<file path="src/rtl/ppu_pkg.sv">
// Shared definitions for the PPU render sequencer: FSM encoding and default
// screen/tile geometry.
package ppu_pkg;

    localparam int PPU_H_PIXELS = 256;
    localparam int PPU_V_PIXELS = 240;
    localparam int PPU_TILE_W   = 8;

    typedef enum logic [3:0] {
        ST_IDLE      = 4'd0,
        ST_COL_REQ   = 4'd1,
        ST_COL_WAIT  = 4'd2,
        ST_SPR_REQ   = 4'd3,
        ST_SPR_WAIT  = 4'd4,
        ST_TILE_REQ  = 4'd5,
        ST_TILE_WAIT = 4'd6,
        ST_HBLANK    = 4'd7,
        ST_VBLANK    = 4'd8
    } ppu_state_t;

endpackage

</file>
<file path="src/rtl/ppu_req_handshake.sv">
// Start/busy handshake for one sub-engine: start follows the request level and
// a down-counter abandons the request after TIMEOUT cycles without busy.
module ppu_req_handshake #(
    parameter int TIMEOUT = 64
) (
    input  logic clk,
    input  logic rst,
    input  logic i_req,
    input  logic i_busy,
    output logic o_start,
    output logic o_ack,
    output logic o_timeout
);

    localparam int TMR_W = (TIMEOUT > 1) ? $clog2(TIMEOUT) : 1;
    localparam logic [TMR_W-1:0] TMR_LOAD = TMR_W'(TIMEOUT - 1);

    logic [TMR_W-1:0] r_tmr;
    logic             w_tc;

    assign w_tc      = (r_tmr == '0);
    assign o_start   = i_req;
    // Busy on the terminal cycle wins over the timeout.
    assign o_ack     = i_req & i_busy;
    assign o_timeout = i_req & ~i_busy & w_tc;

    always_ff @(posedge clk or negedge rst) begin
        if (!rst) begin
            r_tmr <= '0;
        end else if (!i_req || o_ack || o_timeout) begin
            r_tmr <= TMR_LOAD;
        end else begin
            r_tmr <= r_tmr - 1'b1;
        end
    end

endmodule

</file>
<file path="src/rtl/ppu_render_seq.sv">
// PPU render sequencer: loads colors once per frame, then per row evaluates
// sprites and walks the tile engine across the row, pacing with hblank/vblank.
module ppu_render_seq
    import ppu_pkg::*;
#(
    parameter int H_PIXELS    = PPU_H_PIXELS,
    parameter int V_PIXELS    = PPU_V_PIXELS,
    parameter int TILE_W      = PPU_TILE_W,
    parameter int CNT_W       = 16,
    parameter int REQ_TIMEOUT = 64,
    localparam int FX_W  = (TILE_W > 1) ? $clog2(TILE_W) : 1,
    localparam int ROW_W = (V_PIXELS > 1) ? $clog2(V_PIXELS) : 1,
    localparam int COL_W = $clog2(H_PIXELS) + 1
) (
    input  logic             clk,
    input  logic             rst,
    input  logic             i_vga_done,
    input  logic             i_render_en,
    input  logic [FX_W-1:0]  i_fine_x,
    input  logic [CNT_W-1:0] i_hblank_cycles,
    output logic             o_color_start,
    input  logic             i_color_busy,
    output logic             o_sprite_start,
    input  logic             i_sprite_busy,
    output logic             o_tile_start,
    input  logic             i_tile_busy,
    output logic [ROW_W-1:0] o_pix_row,
    output logic [COL_W-1:0] o_pix_col,
    output logic             o_latch_x,
    output logic             o_latch_y,
    output logic             o_vsync,
    output logic [CNT_W-1:0] o_frame_cnt,
    output logic             o_hs_err,
    input  logic             i_err_clr
);

    // state | meaning: IDLE wait for display release | COL_* palette load | SPR_* sprite eval
    // TILE_* tile draw, TILE_W px each | HBLANK end-of-row gap | VBLANK wait for vga_done low

    ppu_state_t       r_state, w_next;
    logic [ROW_W-1:0] r_pix_row;
    logic [COL_W-1:0] r_pix_col;
    logic [CNT_W-1:0] r_hb_cnt;
    logic [CNT_W-1:0] r_frame_cnt;
    logic             r_latch_x, r_latch_y, r_vsync, r_hs_err;

    logic w_col_ack, w_col_to, w_spr_ack, w_spr_to, w_tile_ack, w_tile_to;
    logic w_any_to;
    logic w_start_frame, w_tile_step, w_row_adv, w_frame_end, w_tile_fin;
    logic w_row_end, w_last_row;
    logic [COL_W-1:0] w_col_origin;
    logic [COL_W:0]   w_col_reach;

    ppu_req_handshake #(.TIMEOUT(REQ_TIMEOUT)) u_col_hs (
        .clk       (clk),
        .rst       (rst),
        .i_req     (r_state == ST_COL_REQ),
        .i_busy    (i_color_busy),
        .o_start   (o_color_start),
        .o_ack     (w_col_ack),
        .o_timeout (w_col_to)
    );

    ppu_req_handshake #(.TIMEOUT(REQ_TIMEOUT)) u_spr_hs (
        .clk       (clk),
        .rst       (rst),
        .i_req     (r_state == ST_SPR_REQ),
        .i_busy    (i_sprite_busy),
        .o_start   (o_sprite_start),
        .o_ack     (w_spr_ack),
        .o_timeout (w_spr_to)
    );

    ppu_req_handshake #(.TIMEOUT(REQ_TIMEOUT)) u_tile_hs (
        .clk       (clk),
        .rst       (rst),
        .i_req     (r_state == ST_TILE_REQ),
        .i_busy    (i_tile_busy),
        .o_start   (o_tile_start),
        .o_ack     (w_tile_ack),
        .o_timeout (w_tile_to)
    );

    assign w_any_to     = w_col_to | w_spr_to | w_tile_to;
    assign w_col_origin = COL_W'(0) - COL_W'(i_fine_x);
    // One extra bit so the column reach past the right edge cannot wrap.
    assign w_col_reach  = {1'b0, r_pix_col} + (COL_W+1)'(TILE_W);
    assign w_row_end    = ~r_pix_col[COL_W-1] && (w_col_reach >= (COL_W+1)'(H_PIXELS));
    assign w_last_row   = (r_pix_row == ROW_W'(V_PIXELS - 1));

    always_ff @(posedge clk or negedge rst) begin
        if (!rst) begin
            r_state <= ST_IDLE;
        end else begin
            r_state <= w_next;
        end
    end

    always_comb begin
        w_next        = r_state;
        w_start_frame = 1'b0;
        w_tile_step   = 1'b0;
        w_row_adv     = 1'b0;
        w_frame_end   = 1'b0;
        w_tile_fin    = 1'b0;
        case (r_state)
            ST_IDLE: begin
                if (i_vga_done && i_render_en) begin
                    w_next        = ST_COL_REQ;
                    w_start_frame = 1'b1;
                end
            end
            ST_COL_REQ: begin
                if (w_col_ack)     w_next = ST_COL_WAIT;
                else if (w_col_to) w_next = ST_SPR_REQ;
            end
            ST_COL_WAIT: begin
                if (!i_color_busy) w_next = ST_SPR_REQ;
            end
            ST_SPR_REQ: begin
                if (w_spr_ack)     w_next = ST_SPR_WAIT;
                else if (w_spr_to) w_next = ST_TILE_REQ;
            end
            ST_SPR_WAIT: begin
                if (!i_sprite_busy) w_next = ST_TILE_REQ;
            end
            ST_TILE_REQ: begin
                if (w_tile_ack)     w_next = ST_TILE_WAIT;
                else if (w_tile_to) w_tile_fin = 1'b1;
            end
            ST_TILE_WAIT: begin
                if (!i_tile_busy) w_tile_fin = 1'b1;
            end
            ST_HBLANK: begin
                if (r_hb_cnt == '0) w_next = ST_SPR_REQ;
            end
            ST_VBLANK: begin
                if (!i_vga_done) w_next = ST_IDLE;
            end
            default: w_next = ST_IDLE;
        endcase

        if (w_tile_fin) begin
            if (!w_row_end) begin
                w_next      = ST_TILE_REQ;
                w_tile_step = 1'b1;
            end else if (w_last_row) begin
                w_next      = ST_VBLANK;
                w_frame_end = 1'b1;
            end else begin
                w_next    = ST_HBLANK;
                w_row_adv = 1'b1;
            end
        end
    end

    always_ff @(posedge clk or negedge rst) begin
        if (!rst) begin
            r_pix_row   <= '0;
            r_pix_col   <= '0;
            r_hb_cnt    <= '0;
            r_frame_cnt <= '0;
            r_latch_x   <= 1'b0;
            r_latch_y   <= 1'b0;
            r_vsync     <= 1'b0;
            r_hs_err    <= 1'b0;
        end else begin
            r_latch_y <= w_start_frame;
            r_latch_x <= (w_next == ST_SPR_REQ) && (r_state != ST_SPR_REQ);
            r_vsync   <= w_frame_end;

            // fine_x only matters at row start; the origin is captured here.
            if (w_start_frame) begin
                r_pix_row <= '0;
                r_pix_col <= w_col_origin;
            end else if (w_tile_step) begin
                r_pix_col <= r_pix_col + COL_W'(TILE_W);
            end else if (w_row_adv) begin
                r_pix_row <= r_pix_row + 1'b1;
                r_pix_col <= w_col_origin;
            end

            if (w_row_adv) begin
                r_hb_cnt <= i_hblank_cycles;
            end else if ((r_state == ST_HBLANK) && (r_hb_cnt != '0)) begin
                r_hb_cnt <= r_hb_cnt - 1'b1;
            end

            if (w_frame_end) begin
                r_frame_cnt <= r_frame_cnt + 1'b1;
            end

            if (w_any_to) begin
                r_hs_err <= 1'b1;
            end else if (i_err_clr) begin
                r_hs_err <= 1'b0;
            end
        end
    end

    assign o_pix_row   = r_pix_row;
    assign o_pix_col   = r_pix_col;
    assign o_latch_x   = r_latch_x;
    assign o_latch_y   = r_latch_y;
    assign o_vsync     = r_vsync;
    assign o_frame_cnt = r_frame_cnt;
    assign o_hs_err    = r_hs_err;

endmodule

</file>
<file path="config.mk">
export PLATFORM = sky130hd
export DESIGN_NAME = ppu_render_seq
export DESIGN_NICKNAME = d
export VERILOG_FILES = /design/src/rtl/ppu_pkg.sv /design/src/rtl/ppu_req_handshake.sv /design/src/rtl/ppu_render_seq.sv
export SDC_FILE = /design/constraint.sdc
export NUM_CORES = 1
export LEC_CHECK = 0
export BUFFER_PORTS_ARGS = -buffer_cell sky130_fd_sc_hd__buf_2
export CAP_MARGIN = 10
export CORE_AREA = 2 2 103 85
export DETAILED_ROUTE_END_ITERATION = 12
export DIE_AREA = 0 0 105 87
export PLACE_DENSITY = 0.79
export SLEW_MARGIN = 20
export SYNTH_ARGS = -nofsm -noshare
export SYNTH_HDL_FRONTEND = slang
export SYNTH_SLANG_ARGS = --single-unit
</file>
<file path="constraint.sdc">
create_clock -name clk -period 2.37 [get_ports clk]
set_clock_uncertainty 0.05 [all_clocks]
set_input_delay 0.237 -clock clk [delete_from_list [all_inputs] [get_ports clk]]
set_output_delay 0.237 -clock clk [all_outputs]
set_load 0.01 [all_outputs]
</file>
# == Yosys cells after proc, flatten, opt, wreduce, memory -nomap -nowiden ==
# Cells that the tools add are included.
# classes
bitwise,15
order_cmp,1
n_eq_ne,12
mux,41
n_addsub,9
n_reduce_logical,24
# op_table
cell,count
4-bit 2-to-1 mux,13
4-bit case mux with 9 select lines,1
16-bit 2-to-1 mux,2
9-bit 2-to-1 mux,3
8-bit 2-to-1 mux,3
6-bit zero test,3
6-bit 2-to-1 mux,3
"6-bit by 1-bit subtractor with 6-bit output, second input constant",3
"16-bit by 1-bit adder with 16-bit output, second input constant",1
"4-bit by 3-bit == test with 1-bit output, second input constant",4
16-bit zero test,1
16-bit nonzero test,1
"16-bit by 1-bit subtractor with 16-bit output, second input constant",1
1-bit 2-to-1 mux,15
"4-bit by 2-bit == test with 1-bit output, second input constant",3
"9-bit by 4-bit adder with 10-bit output, second input constant",1
"10-bit by 9-bit greater-or-equal comparator with 1-bit output, second input constant",1
"9-bit by 4-bit adder with 9-bit output, second input constant",1
1-bit AND,9
"8-bit by 1-bit adder with 8-bit output, second input constant",1
"8-bit == test, second input constant",1
1-bit logical OR,6
2-bit nonzero test,3
"4-bit by 1-bit == test with 1-bit output, second input constant",1
12 further kinds,21
# word_totals
inputBits,27
register_bits,75
word_cells,114

# == Logic depth before layout (Yosys ltp) ==
# depth
ltp_word,10
depth_mapped,9
depth_no_buf,7

# == By module ==
# A second synthesis with hierarchy kept.
# unflattened
cells_unflattened,424
hier_area_um2,4092.7
# by_module_without_submodules
module,area_per_inst_um2,cells_per_inst,n_inst
ppu_render_seq,3173.0,331,1
ppu_req_handshake,306.5,31,3

# == Least setup slack after synthesis ==
# OpenSTA, ideal clock, no wires.
# synth_timing
kind,register to register
start,register u_tile_hs.r_tmr[0]
end,register r_frame_cnt[1] (netlist: o_frame_cnt[1])
t_required_ns,2.192
synth_period_minus_slack_ns,2.347
slack_ns,0.023
path_buffers,0
path_stages_with_launch,7
arrival_time_ns,2.170
setup_time_ns,0.128
path_cell_list,dfrtp_1 > inv_1 > ha_1 > or4b_4 > or4b_4 > a21boi_4 > mux2_1
# synth_via
elab_chain_len,6
# synth_rtl
element,line_no,text
from (decl),ppu_req_handshake.sv:18,logic [TMR_W-1:0] r_tmr;
from (signal assigned),ppu_req_handshake.sv:33,r_tmr <= r_tmr - 1'b1;
6-bit zero test,ppu_req_handshake.sv:21,assign w_tc = (r_tmr == '0);
1-bit AND,ppu_req_handshake.sv:25,assign o_timeout = i_req & ~i_busy & w_tc;
1-bit 2-to-1 mux,ppu_render_seq.sv:129,else if (w_tile_to) w_tile_fin = 1'b1;
1-bit 2-to-1 mux,ppu_render_seq.sv:128,if (w_tile_ack) w_next = ST_TILE_WAIT;
1-bit case mux with 2 select lines,ppu_render_seq.sv:106,case (r_state)
1-bit 2-to-1 mux,ppu_render_seq.sv:143,if (w_tile_fin) begin
named net w_frame_end,ppu_render_seq.sv:49,"logic w_start_frame, w_tile_step, w_row_adv, w_frame_end, w_tile_fin;"
to (signal assigned),ppu_render_seq.sv:190,r_frame_cnt <= r_frame_cnt + 1'b1;
to (decl),ppu_render_seq.sv:44,logic [CNT_W-1:0] r_frame_cnt;
# The timed path passes the listed nets, and every way through them passes these cells.
# A chain may end at the register's enable or synchronous reset.

# == Final worst setup path ==
# Ends and elaborated chain as after synthesis.

==> reports/results.txt <==
Site Rows - 30
Nature of the critical path endpoint - register
Synth top area cells - dfrtp_1 47%, nand2_1 5.2%, xor2_1 4.4%, ha_1 3.7%, xnor2_1 3.7%
Initial antenna violation count - 0
Worst-Margin Slew - 0.9885 ns
Final hold vios - 0
Pin count of the biggest net entering global routing - 76
Cell taking the most area after synthesis - dfrtp_1
Max IR drop VDD - 616.1 uV
Cell area after synthesis - 4025 um2
DRT iter0 DRCs - 242
Hold_ws - 0.03836 ns
CORE AREA - 8183 um2
Met1 Wirelength - 4553 um
Met2 WL post-DR - 4777 um
Area grow syn2layout - 29.19%
Final Util - 63.55%
Outcome - complete, but fails checks
Routed Antenna Nets - 0
Max-slew headroom - 33.49%
Avg Cell Area, Syn - 9.793 um2
Post-synth top flop - dfrtp_1
Hpwl dp - 6660 um
Synthesized net count - 450
Worst Path Max Fanout - 5
Final cell count without fillers - 646
Buffers added on ports - 66
Overflow after GRT - 0
Root buf cell - clkbuf_8
PwrDens - 808.8 nW/um2
DR vias - 3553
Global-route wire length before repair - 15960 um
WL/cell - 15.34 um
Maximum clock frequency - 405.1 MHz
DIE HEIGHT - 87 um
GRT Util Overall - 21.90%
Gate count of the mapped netlist - 411
Post-synthesis async set-or-reset flop share - 100.0%
Worst skew pair latency - 0.36 ns
Total chip power - 4.206 mW
LEAKAGE - 2.380 nW
Area of the multi-input gates - 2163 um2
Finished Cell Area - 5200 um2
Post-Place Worst Slack - -0.1254 ns
H-Tree Depth - 3
1st-pass router iterations - 4
Worst setup margin - -0.09849 ns
RSZ-0062 raised after global routing - yes
Post-Route WL - 9910 um
Failing checks - negative setup slack
Dpl cells - 608
Die area - 9135 um2
# Max-Cap Violations - 0
CTS tree - built
CTS sink cnt - 75
Area after DPL - 4683 um2
Yosys reg bits - 75
Die W - 105 um
Share of cells above drive strength 1 - 30.90%
Req. time, crit path - 2.57 ns
Vias/cell - 5.500
GPL Wtd Cong - 0.8598
Fin crit share - 104.2%
Distinct cells, synth - 61
Top-area cell type share of the netlist area - 46.63%
Vias in the first global route - 3312
Initial Utilization - 49.19%
Ant diodes - 0
Min cycle time layout - 2.468 ns
FILL cells - 698
EDFF count, synth - 0
TNS Setup - -0.7649 ns
CP Data Arrival Time - 2.67 ns
Worst Hold Class - in -> reg
Setup Viol. Count Final - 21
Startpoint types - register
Sequential area share after synthesis - 46.63%
Max clock buf depth - 2
DR top layer - met4
Synth warn - 0
Sequential cell area - 1877 um2
Max Slew Vio Count - 0
# DRC - 0
I/O pin count - 67
Clk pin slew, worst setup/hold paths - 0.08 ns
Critical path class - reg -> reg
Layout Nets - 568
Met3 WL post-DR - 503 um
Num CTS Buffers - 9
-- power breakdown --
part / internal [mW] / total (mW) / switching (mW)
sequential: 1.52 / 1.82 / 0.296
clock: 0.486 / 0.988 / 0.502
combinational: 0.664 / 1.40 / 0.737
-- state kept, by name, summed over array words and instances (netlist names) --
name	flops
r_state	4
o_vsync	1
o_latch_x	1
o_hs_err	1
o_pix_row	8
u_spr_hs.r_tmr	6
o_pix_col	9
o_latch_y	1
o_frame_cnt	16
u_col_hs.r_tmr	6
u_tile_hs.r_tmr	6
r_hb_cnt	16
-- worst max-delay path, cell delays in order (launching register included) --
cell,delay (ns)
dfrtp_1,0.41
inv_2,0.09
ha_4,0.12
or4b_4,0.50
or4b_4,0.61
a21boi_4,0.25
mux2_4,0.32
-- worst paths after layout --
path,end,startpoint,slack [ns],cells after the start
max,o_frame_cnt[1],u_tile_hs.r_tmr[0],-0.1,6
min,r_hb_cnt[8],i_hblank_cycles[8],0.04,3
max reg2reg,o_frame_cnt[1],u_tile_hs.r_tmr[0],-0.1,6
min reg2reg,u_spr_hs.r_tmr[0],u_spr_hs.r_tmr[0],0.40,1
max in group asynchronous,o_hs_err,rst,1.58,3
min in group asynchronous,u_spr_hs.r_tmr[5],rst,0.38,3
-- cell usage in the layout (no fill, tap or decap), types with 4 or more instances in the layout --
master and n:
a21oi_1 6, a221o_1 4, and3_1 5, buf_2 66, buf_4 44, buf_6 6
clkbuf_8 9, dfrtp_1 75, ha_1 10, inv_1 16, nand2_1 51, nand2_2 4
nand3_1 16, nand4_1 9, nand4b_1 4, nor2_1 32, nor3_1 17, nor4_1 6
o211a_1 4, o21ai_0 7, o21ai_1 11, o31ai_1 6, or3_1 5, or4_1 4
xnor2_1 16, xor2_1 19
-- per-layer routing --
metal,global-route usage [%],vias to the layer above
met5,0,-
met4,6.667,0
met3,4.338,13
met2,35.95,103
met1,29.77,1727
li1,-,1710
-- cell families (layout without fill, tap and decap cells) --
logic type / Yosys count / in the layout / synth area share (%)
AOI/OAI and AO/OA: 67 / 68 / 12.37
muxes: 5 / 5 / 1.337
DFF: 75 / 75 / 46.63
buffers and inverters: 30 / 152 / 3.108
and+or+nand+nor: 185 / 185 / 24.78
xor gates and xnor gates: 37 / 37 / 8.051
adders and majority gates: 12 / 12 / 3.730
-- synth_stat cells (all sizes together), types with 2 or more instances --
cell and number:
or2 2, or4b 4, nor4b 4, o211a 5, ha 12, a21boi 2
nor4 9, a21oi 7, or3 5, dfrtp 75, nand2 56, nand3 17
mux2i 2, clkbuf 6, a211o 2, inv 18, xnor2 17, and3 5
o22ai 3, a211oi 2, mux2 3, a221o 4, a31oi 3, o31ai 6
or4 5, buf 6, nor2 32, nand2b 3, nor3 18, nand4 9
o211ai 4, nand4b 4, xor2 20, nor2b 3, and2 5, o21ai 18
o2111ai 3
-- area by class of cell --
cell class / count / area share (%)
inverters: 18 / 1.299
flip-flops and latches: 75 / 36.09
clock inverters: 6 / 1.275
repair buffers: 118 / 14.58
multi-input cells: 307 / 41.60
clock buffers: 10 / 2.454
well taps: 112 / 2.695
-- what timing repair did --
action	4_1_cts	5_1_grt
pin swaps	7	16
buffers inserted	15	6
gates cloned	1	0
gates resized for setup	10	23
endpoints found under the hold margin	75	0
hold buffers	1	0
setup endpoints to repair	26	54
(Power assumes the default switching activity.)
